**src/rtl/approx_mul_pkg.sv**
```systemverilog
// Shared constants and elaboration helpers for the approximate multiplier pipe.
// Column heights follow the plain array partial-product layout.
package approx_mul_pkg;

    localparam logic MODE_EXACT  = 1'b0;
    localparam logic MODE_APPROX = 1'b1;

    localparam int MIN_WIDTH = 4;

    // Number of partial-product bits a[i]&b[col-i] that land in one column.
    function automatic int col_height(input int width, input int col);
        if (col < 0 || col > 2*width - 2)
            return 0;
        if (col < width)
            return col + 1;
        return 2*width - 1 - col;
    endfunction

    function automatic bit cfg_ok(input int width, input int approx_cols, input int cnt_w);
        return (width >= MIN_WIDTH) && (width % 2 == 0) &&
               (approx_cols >= 0) && (approx_cols <= 2*width - 2) &&
               (cnt_w >= 1);
    endfunction

endpackage

```
**src/rtl/approx_mul_reduce.sv**
```systemverilog
// Partial-product generation and reduction to two rows (sum, carry).
// Low columns are OR-compressed in approximate mode with one compensation carry.
module approx_mul_reduce
    import approx_mul_pkg::*;
#(
    parameter int WIDTH       = 8,
    parameter int APPROX_COLS = 7
) (
    input  logic [WIDTH-1:0]   a,
    input  logic [WIDTH-1:0]   b,
    input  logic               mode,
    output logic [2*WIDTH-1:0] sum,
    output logic [2*WIDTH-1:0] carry
);

    localparam int PW   = 2*WIDTH;
    localparam int CIDX = (APPROX_COLS > 0) ? APPROX_COLS - 1 : 0;
    // A column holding a single bit can never raise the compensation carry.
    localparam bit COMP_EN = (APPROX_COLS > 0) && (col_height(WIDTH, CIDX) >= 2);
    localparam logic [PW-1:0] HI_MASK  = {PW{1'b1}} << APPROX_COLS;
    localparam logic [PW-1:0] COMP_BIT = PW'(1) << APPROX_COLS;

    logic          approx;
    logic          comp;
    int            ones;
    logic [PW-1:0] keep;
    logic [PW-1:0] or_cols;
    logic [PW-1:0] row;
    logic [PW-1:0] part;
    logic [PW-1:0] acc_s;
    logic [PW-1:0] acc_c;
    logic [PW-1:0] s_nxt;
    logic [PW-1:0] c_nxt;

    always_comb begin
        approx  = (mode == MODE_APPROX);
        keep    = approx ? HI_MASK : {PW{1'b1}};
        or_cols = '0;
        ones    = 0;
        row     = '0;
        part    = '0;
        s_nxt   = '0;
        c_nxt   = '0;

        for (int i = 0; i < WIDTH; i++) begin
            row     = {{WIDTH{1'b0}}, (a[i] ? b : {WIDTH{1'b0}})} << i;
            or_cols = or_cols | row;
            if (row[CIDX])
                ones = ones + 1;
        end

        comp = approx && COMP_EN && (ones >= 2);

        // Masked rows are zero below APPROX_COLS, so the CSA chain never
        // disturbs the OR-compressed bits seeded into the sum row.
        acc_s = or_cols & ~keep;
        acc_c = comp ? COMP_BIT : '0;

        for (int i = 0; i < WIDTH; i++) begin
            row   = {{WIDTH{1'b0}}, (a[i] ? b : {WIDTH{1'b0}})} << i;
            part  = row & keep;
            s_nxt = acc_s ^ acc_c ^ part;
            c_nxt = ((acc_s & acc_c) | (acc_s & part) | (acc_c & part)) << 1;
            acc_s = s_nxt;
            acc_c = c_nxt;
        end

        sum   = acc_s;
        carry = acc_c;
    end

endmodule

```
**src/rtl/approx_mul_pipe.sv**
```systemverilog
// Two-stage exact/approximate unsigned multiplier with valid/ready on both sides.
// S1 holds the reduced rows, S2 the carry-propagated product; the pipe moves as one.
module approx_mul_pipe
    import approx_mul_pkg::*;
#(
    parameter int WIDTH       = 8,
    parameter int APPROX_COLS = 7,
    parameter int CNT_W       = 16
) (
    input  logic               CLK,
    input  logic               RST_N,
    input  logic               in_valid,
    output logic               in_ready,
    input  logic [WIDTH-1:0]   in_a,
    input  logic [WIDTH-1:0]   in_b,
    input  logic               in_mode,
    output logic               out_valid,
    input  logic               out_ready,
    output logic [2*WIDTH-1:0] out_product,
    output logic               out_mode,
    output logic [CNT_W-1:0]   approx_cnt
);

    localparam int PW = 2*WIDTH;

    if (!cfg_ok(WIDTH, APPROX_COLS, CNT_W)) begin : g_cfg_err
        $error("approx_mul_pipe: illegal WIDTH/APPROX_COLS/CNT_W combination");
    end

    logic          stall;
    logic          advance;
    logic          consume;
    logic [PW-1:0] red_sum;
    logic [PW-1:0] red_carry;
    logic          s1_valid;
    logic          s1_mode;
    logic [PW-1:0] s1_sum;
    logic [PW-1:0] s1_carry;

    approx_mul_reduce #(
        .WIDTH      (WIDTH),
        .APPROX_COLS(APPROX_COLS)
    ) u_reduce (
        .a    (in_a),
        .b    (in_b),
        .mode (in_mode),
        .sum  (red_sum),
        .carry(red_carry)
    );

    assign stall    = out_valid & ~out_ready;
    assign advance  = ~stall;
    assign in_ready = ~stall;
    assign consume  = out_valid & out_ready;

    always_ff @(posedge CLK) begin
        if (!RST_N) begin
            s1_valid    <= 1'b0;
            s1_mode     <= MODE_EXACT;
            s1_sum      <= '0;
            s1_carry    <= '0;
            out_valid   <= 1'b0;
            out_mode    <= MODE_EXACT;
            out_product <= '0;
        end else if (advance) begin
            s1_valid  <= in_valid;
            out_valid <= s1_valid;
            if (in_valid) begin
                s1_mode  <= in_mode;
                s1_sum   <= red_sum;
                s1_carry <= red_carry;
            end
            if (s1_valid) begin
                out_mode    <= s1_mode;
                out_product <= s1_sum + s1_carry;
            end
        end
    end

    always_ff @(posedge CLK) begin
        if (!RST_N)
            approx_cnt <= '0;
        else if (consume && out_mode == MODE_APPROX && approx_cnt != {CNT_W{1'b1}})
            approx_cnt <= approx_cnt + CNT_W'(1);
    end

endmodule

```
**config.mk**
```make
export PLATFORM = sky130hd
export DESIGN_NAME = approx_mul_pipe
export DESIGN_NICKNAME = d
export VERILOG_FILES = /design/src/rtl/approx_mul_pkg.sv /design/src/rtl/approx_mul_reduce.sv /design/src/rtl/approx_mul_pipe.sv
export SDC_FILE = /design/constraint.sdc
export NUM_CORES = 1
export LEC_CHECK = 0
export ABC_AREA = 1
export CORE_UTILIZATION = 45
export CTS_CLUSTER_DIAMETER = 80
export DETAILED_ROUTE_END_ITERATION = 10
export GPL_ROUTABILITY_DRIVEN = 0
export PLACE_DENSITY = 0.69
export SKIP_LAST_GASP = 1
export SLEW_MARGIN = 10
export SYNTH_ARGS = -nofsm -noshare
export SYNTH_HDL_FRONTEND = slang
export SYNTH_SLANG_ARGS = --single-unit
```
**constraint.sdc**
```tcl
create_clock -name CLK -period 9.9 [get_ports CLK]
set_input_delay 1.98 -clock CLK [delete_from_list [all_inputs] [get_ports CLK]]
set_output_delay 1.98 -clock CLK [all_outputs]
set_load 0.02 [all_outputs]
```
### Word level (Yosys, flattened, before mapping)

Index checks and enable logic that the tools add are counted.

| operators by class | value |
|---|---|
| bitwise gates (word level) | 77 |
| $add $sub $neg | 8 |
| eq/ne operators | 1 |
| reduce and logical (&&, ||, !) cells | 5 |
| multiplexer cells | 17 |
| $lt $le $gt $ge | 1 |

Operators with widths:

| operator | count |
|---|---|
| $and 15x15->15 | 24 |
| $or 15x15->15 | 16 |
| $xor 16x16->16 | 15 |
| $add 32x2->32 const B | 6 |
| $mux 32 | 6 |
| $mux 8 | 9 |
| $ge 32x3->1 const B | 1 |
| $add 16x1->16 const B | 1 |
| $add 16x16->16 | 1 |
| $and 10x16->16 | 1 |
| $and 11x16->16 | 1 |
| $and 12x16->16 | 1 |
| $and 13x16->16 | 1 |
| $and 14x16->16 | 1 |
| $and 15x16->16 | 1 |
| $and 16x16->16 | 1 |
| $and 8x16->16 | 1 |
| $and 9x16->16 | 1 |
| $ne 16x16->1 const B | 1 |
| $not 16->16 | 1 |
| $or 16x10->16 | 1 |
| $or 16x11->16 | 1 |
| $or 16x12->16 | 1 |
| $or 16x13->16 | 1 |
| other kinds (10) | 15 |

| word-level totals | value |
|---|---|
| logic and storage cells | 117 |
| output and inout bits | 35 |
| input bits | 21 |
| register bits | 67 |

### Depth between registers and ports, before layout

| logic depth | value |
|---|---|
| depth after elaboration | 41 |
| gate-level depth with buffers | 38 |

### Modules after synthesis

From an unflattened synthesis, not the netlist that was laid out.

| second synthesis, totals | value |
|---|---|
| cell total of the unflattened synthesis | 909 |
| area, all modules | 6,209.7 um2 |

By module, submodules not included:

| module | instances | cells an instance | area an instance (um2) |
|---|---|---|---|
| approx_mul_pipe | 1 | 550 | 3,701.0 |
| approx_mul_reduce | 1 | 359 | 2,508.7 |

### Worst setup path after synthesis

No wires, ideal clock.

| path | value |
|---|---|
| path type | input -> register |
| start point | input port in_a[1] |
| end point | register s1_sum[7] |
| stages on the path | 35 |
| data required time | 9.784 ns |
| arrival time | 8.748 ns |
| setup slack | 1.036 ns |
| cells stage by stage | clkbuf_1 nand2_1 inv_1 ha_1 inv_1 nand2_2 nand2_2 nand2_1 nand3_1 nand2_2 ha_1 nand2_1 nand2_1 ha_1 nor2_1 a31oi_2 ha_1 nor2_1 nand2_1 nand2_1 nand3_1 nand2_1 inv_1 ha_1 inv_1 fa_1 fa_1 fa_1 fa_1 fa_1 inv_1 fa_1 fa_1 o21ai_0 nor2_1 |

| between the ends | value |
|---|---|
| longest elaborated chain between the ends | 31 |
| elaborated cells between the ends (all ways) | 74 |
| classes of those cells | add/sub: 5; order compare: 1; mux: 8; bitwise: 59; reduce/logical: 1 |

Ends and longest elaborated chain:

| item | RTL line | text |
|---|---|---|
| from (decl) | approx_mul_pipe.sv:14 | `input logic [WIDTH-1:0] in_a,` |
| $mux 8 (*) | approx_mul_reduce.sv:46, approx_mul_reduce.sv:60 |  |
| $mux 32 / $or 8x9->9 (equally long branches) | approx_mul_reduce.sv:48, approx_mul_reduce.sv:47 |  |
| $add 32x2->32 / $or 16x10->16 (equally long branches) | approx_mul_reduce.sv:49, approx_mul_reduce.sv:47 |  |
| $mux 32 / $or 16x11->16 (equally long branches) | approx_mul_reduce.sv:48, approx_mul_reduce.sv:47 |  |
| $add 32x2->32 / $or 16x12->16 (equally long branches) | approx_mul_reduce.sv:49, approx_mul_reduce.sv:47 |  |
| $mux 32 / $or 16x13->16 (equally long branches) | approx_mul_reduce.sv:48, approx_mul_reduce.sv:47 |  |
| $add 32x2->32 / $or 16x14->16 (equally long branches) | approx_mul_reduce.sv:49, approx_mul_reduce.sv:47 |  |
| $mux 32 / $or 16x15->16 (equally long branches) | approx_mul_reduce.sv:48, approx_mul_reduce.sv:47 |  |
| (+12 left out) | -- |  |
| $xor 16x16->16 (tied with other cells) (2 in a row) | approx_mul_reduce.sv:62 | `s_nxt = acc_s ^ acc_c ^ part;` |
| $xor 16x16->16 / $or 15x15->15 (equally long branches) | approx_mul_reduce.sv:62, approx_mul_reduce.sv:63 |  |
| $xor 16x16->16 (tied with other cells) (2 in a row) | approx_mul_reduce.sv:62 |  |
| $xor 16x16->16 / $or 15x15->15 (equally long branches) | approx_mul_reduce.sv:62, approx_mul_reduce.sv:63 |  |
| $xor 16x16->16 (tied with other cells) | approx_mul_reduce.sv:62 |  |
| $xor 16x16->16 / $or 15x15->15 (equally long branches) (2 in a row) | approx_mul_reduce.sv:62, approx_mul_reduce.sv:63 |  |
| $xor 16x16->16 (*) (2 in a row) | approx_mul_reduce.sv:62 |  |
| named net red_sum[7] | approx_mul_pipe.sv:33 | `logic [PW-1:0] red_sum;` |
| to (signal assigned) | approx_mul_pipe.sv:70 | `s1_sum <= red_sum;` |
| to (decl) | approx_mul_pipe.sv:37 | `logic [PW-1:0] s1_sum;` |

Mark *: on every way through the listed nets, which the timed path passes. The rest lies on a longest branch.
A chain may end at the register's enable or synchronous reset.

### Final worst setup path

| path | value |
|---|---|
| start point | input port in_b[6] |
| end point | register s1_sum[7] |

| between the ends | value |
|---|---|
| longest elaborated chain between the ends | 33 |
| elaborated cells between the ends (all ways) | 73 |
| classes of those cells | add/sub: 6; order compare: 1; mux: 10; bitwise: 55; reduce/logical: 1 |

Ends and longest elaborated chain:

| item | RTL line | text |
|---|---|---|
| from (decl) | approx_mul_pipe.sv:15 | `input logic [WIDTH-1:0] in_b,` |
| $mux 8 | approx_mul_reduce.sv:46, approx_mul_reduce.sv:60 |  |
| $mux 1 | approx_mul_reduce.sv:48 | `if (row[CIDX])` |
| $add 32x2->32 | approx_mul_reduce.sv:49 | `ones = ones + 1;` |
| $mux 32 | approx_mul_reduce.sv:48 |  |
| $add 32x2->32 | approx_mul_reduce.sv:49 |  |
| $mux 32 | approx_mul_reduce.sv:48 |  |
| $add 32x2->32 | approx_mul_reduce.sv:49 |  |
| $mux 32 | approx_mul_reduce.sv:48 |  |
| (+5 left out) | -- |  |
| $mux 32 | approx_mul_reduce.sv:48 |  |
| $ge 32x3->1 | approx_mul_reduce.sv:52 | `comp = approx && COMP_EN && (ones >= 2);` |
| $logic_and 1x1->1 | approx_mul_reduce.sv:52 |  |
| $mux 8 | approx_mul_reduce.sv:57 | `acc_c = comp ? COMP_BIT : '0;` |
| $xor 16x8->16 | approx_mul_reduce.sv:62 |  |
| $xor 16x16->16 (13 in a row) | approx_mul_reduce.sv:62 |  |
| $xor 16x16->16 (*) (2 in a row) | approx_mul_reduce.sv:62 |  |
| named net red_sum[7] | approx_mul_pipe.sv:33 |  |

Marks and branches as above.

==> metrics.md <==
| Metric | Value |
|---|---|
| Critical Path Sink Type | `flip-flop` |
| Total track usage | `0.199` |
| Predominant post-synthesis flop cell | `sky130_fd_sc_hd__dfxtp_1` |
| Row Count | `37` |
| Ratio of cells with drive above 1 in the final layout | `0.0583` |
| Hold-critical path endpoint | `s1_sum[0]$_SDFFE_PN0P_` |
| Buffer count from post-CTS setup fixing | `0` |
| Critical Path AT | `between 9 and 10 ns` |
| Sequential element share of the synthesized area | `0.240` |
| Count of port buffers added during placement | `55` |
| Final setup violation count | `0` |
| # IOs | `56` |
| Worst-path maximum fanout | `8` |
| Cell area after technology mapping | `between 4000 and 5000 um2` |
| Required time of the critical path | `10.12 ns` |
| Synth unique cells | `33` |
| WS Path Type | `in2reg` |
| Cell with the biggest individual delay on the critical path | `sky130_fd_sc_hd__clkdlybuf4s50_1` |
| Via Count | `approximately 4,200` |
| Count of cells resized by post-cts repair | `0` |
| Critical R2R Capture | `s1_sum[1]$_SDFFE_PN0P_` |
| Number of global-route vias before repair | `about 4,100` |
| Initial Utilization | `0.470` |
| Worst-case reg-to-reg path depth | `7` |
| Peak VDD IR | `slightly below 0.06 mV` |
| Mean routed wirelength per cell | `about 12 um` |
| Cell area power density | `approximately 130 nW/um2` |
| DIE HEIGHT | `approximately 110 um` |
| Synth-to-layout area growth | `16.0%` |
| GRT overflow | `0` |
| First-pass GRT wire length | `between 15,000 and 20,000 um` |
| WL final | `between 10,000 and 15,000 um` |
| Total number of H-tree levels | `3` |
| Number of register bits inferred by synthesis | `59` |
| Leading cell type in the layout, fill and taps excluded | `sky130_fd_sc_hd__nand2_1` |
| Origin of the worst min-delay path | `s1_sum[0]$_SDFFE_PN0P_` |
| Fraction of the cycle the final worst path needs | `0.938` |
| Upper clock frequency limit | `108 MHz` |
| Violation count after the first detailed-routing iteration | `~230` |
| Number of max-slew violations in the final report | `0` |
| Hold Violations, Final | `0` |
| # clock sinks | `roughly 60` |
| Post-CTS Hold Buffers | `0` |
| Placeable core region | `10,500 um2` |
| Worst min-delay path class | `reg2reg` |
| Share of synthesized registers carrying an async set or reset | `0` |
| Worst-case headroom to the max-slew limit | `0.475` |
| Area fraction of the dominant cell type after synthesis | `0.240` |
| CTS tree | `done` |
| Tightest Pin Transition | `slightly below 0.8 ns` |
| Post-route worst hold slack | `~0.47 ns` |
| Leakage Power | `roughly 0.0028 uW` |
| Count of TritonRoute iterations in the first routing pass | `4` |
| Insertion delay of the later-clocked pin in the worst-skew pair | `between 0.3 and 0.4 ns` |
| N_diodes | `0` |
| Average instance area after synthesis | `7.26 um2` |
| Result of the run | `finished clean` |
| Cells after synthesis | `between 600 and 700` |
| Total nets after synthesis | `around 800` |
| RSZ-0062 raised after global routing | `false` |
| Cell types occupying the most area after synthesis | `sky130_fd_sc_hd__dfxtp_1, sky130_fd_sc_hd__fa_1, sky130_fd_sc_hd__nand2_1, sky130_fd_sc_hd__inv_1, sky130_fd_sc_hd__ha_1` |
| Root Buffer | `sky130_fd_sc_hd__clkbuf_8` |
| Total Negative Setup Slacks | `0 ns` |
| Count of max-cap constraint violations | `0` |
| DRC errors left | `0` |
| Overall die area | `11,300 um2` |
| Antenna violations before repair | `0` |
| Setup slack of the worst register-to-register path | `approximately 7.7 ns` |
| Average vias per placed instance | `around 5` |
| Highest-count cells in the layout ignoring fill and taps | `sky130_fd_sc_hd__nand2_1, sky130_fd_sc_hd__inv_1, sky130_fd_sc_hd__nor2_1, sky130_fd_sc_hd__dfxtp_1, sky130_fd_sc_hd__clkdlybuf4s50_1` |
| Yosys Warn Count | `0` |
| Delay contributed by the slowest stage of the critical path | `~0.54 ns` |
| Startpoint of the worst-slack reg-to-reg timing path | `out_valid$_SDFFE_PN0N_` |
| X dimension of the die | `107 um` |
| Critical Path Start Type | `input port` |
| Leading area contributor after synthesis | `sky130_fd_sc_hd__dfxtp_1` |
| Min Clock Period, post-route | `~9.3 ns` |
| Final #Nets | `815` |
| Number of fillers in the final layout | `slightly above 1,000` |
| Total clock buffers created by CTS | `9` |
| Final HPWL from detailed placement | `8190 um` |
| Number of nets with antenna violations after routing | `0` |
| Bufs on Longest Clock Path | `2` |
| Hold Path Cell Cnt | `2` |
| Worst clock skew | `about 0.0089 ns` |
| Pin count of the biggest net entering global routing | `46` |
| Clock transition at the registers of the reported paths | `approximately 0.060 ns` |
| Count of flip-flops with a built-in enable after synthesis | `0` |
## cell families after synthesis
group | Yosys count | share of synthesized area
DFF | 59 | 0.240
AOI/OAI and AO/OA | 97 | 0.105
buffers and inverters | 155 | 0.125
and+or+nand+nor | 274 | 0.230
xor gates and xnor gates | 12 | 0.0214
adders and majority gates | 79 | 0.277
other | 1 | 0.000763
## worst max-delay path by stage
stage | depth (start not counted) | to | slack [ns] | start
after CTS | 35 | s1_sum[7]$_SDFFE_PN0P_ | 0.58 | in_b[6]
after global placement | 35 | s1_sum[7]$_SDFFE_PN0P_ | 0.46 | in_b[6]
after floorplan | 35 | s1_sum[7]$_SDFFE_PN0P_ | 1.04 | in_a[1]
final | 35 | s1_sum[7]$_SDFFE_PN0P_ | 0.62 | in_b[6]
after detailed placement | 35 | s1_sum[7]$_SDFFE_PN0P_ | 0.22 | in_b[6]
after global routing | 35 | s1_sum[7]$_SDFFE_PN0P_ | 0.11 | in_b[6]
## critical path, delay by kind of cell
kind,cells,cell delay (ns)
adder cells (fa/ha/maj),12,5.09
AND/OR/NAND/NOR,15,1.31
buffers and inverters,6,0.86
AO/OA/AOI/OAI,2,0.23
## Yosys cell counts (3+ instances only)
cell type / instances
sky130_fd_sc_hd__nand3_1: 27
sky130_fd_sc_hd__nor2_1: 86
sky130_fd_sc_hd__fa_1: 50
sky130_fd_sc_hd__a21oi_1: 39
sky130_fd_sc_hd__clkbuf_1: 24
sky130_fd_sc_hd__o21ai_0: 45
sky130_fd_sc_hd__buf_4: 3
sky130_fd_sc_hd__inv_1: 116
sky130_fd_sc_hd__ha_1: 29
sky130_fd_sc_hd__nand4_1: 6
sky130_fd_sc_hd__nand2_2: 9
sky130_fd_sc_hd__xor2_1: 5
sky130_fd_sc_hd__buf_2: 6
sky130_fd_sc_hd__xnor2_1: 7
sky130_fd_sc_hd__o21ai_1: 3
sky130_fd_sc_hd__dfxtp_1: 59
sky130_fd_sc_hd__inv_2: 4
sky130_fd_sc_hd__nand2_1: 138
sky130_fd_sc_hd__nor4_1: 3
## state kept, by name, indices dropped and copies added (netlist names)
signal / count
approx_cnt: 16
out_product: 16
s1_sum: 15
s1_carry: 8
out_mode: 1
out_valid: 1
s1_mode: 1
s1_valid: 1
## metal layers
layer	part of all wire	global-route usage
met5	0	0
met4	0.011	0.0744
met2	0.49	0.357
met3	0.038	0.0215
met1	0.46	0.245
## report_power, final
group / internal, uW / switching (uW) / total, uW / leakage [uW]
sequential: 260 / 12.1 / 272 / 0.000484
combinational: 126 / 172 / 297 / 0.00219
clock: 96.8 / 96.4 / 193 / 0.0000843
## cell type report
cell class / instances / area [um2] / area share
tap: 136 / 170 / 0.0298
clock buffer: 10 / 138 / 0.0241
clock inverter: 6 / 41.3 / 0.00724
multi-input combinational: 463 / 3120 / 0.547
sequential: 59 / 1180 / 0.207
inverter: 120 / 450 / 0.0790
timing repair buffer: 62 / 603 / 0.106
## through the flow
stage          cells   util  total power (uW)  setup WS (ns)  area (um2)
6_report         856  0.545               762          0.617        5700
5_1_grt          856  0.545               835          0.107        5700
4_1_cts          856  0.545               775          0.579        5700
3_5_place_dp     840  0.528               580          0.223        5530
3_3_place_gp     840  0.528               566          0.456        5530
2_1_floorplan    677      -               507           1.04        4920
Power figures use the tool's default switching activity.
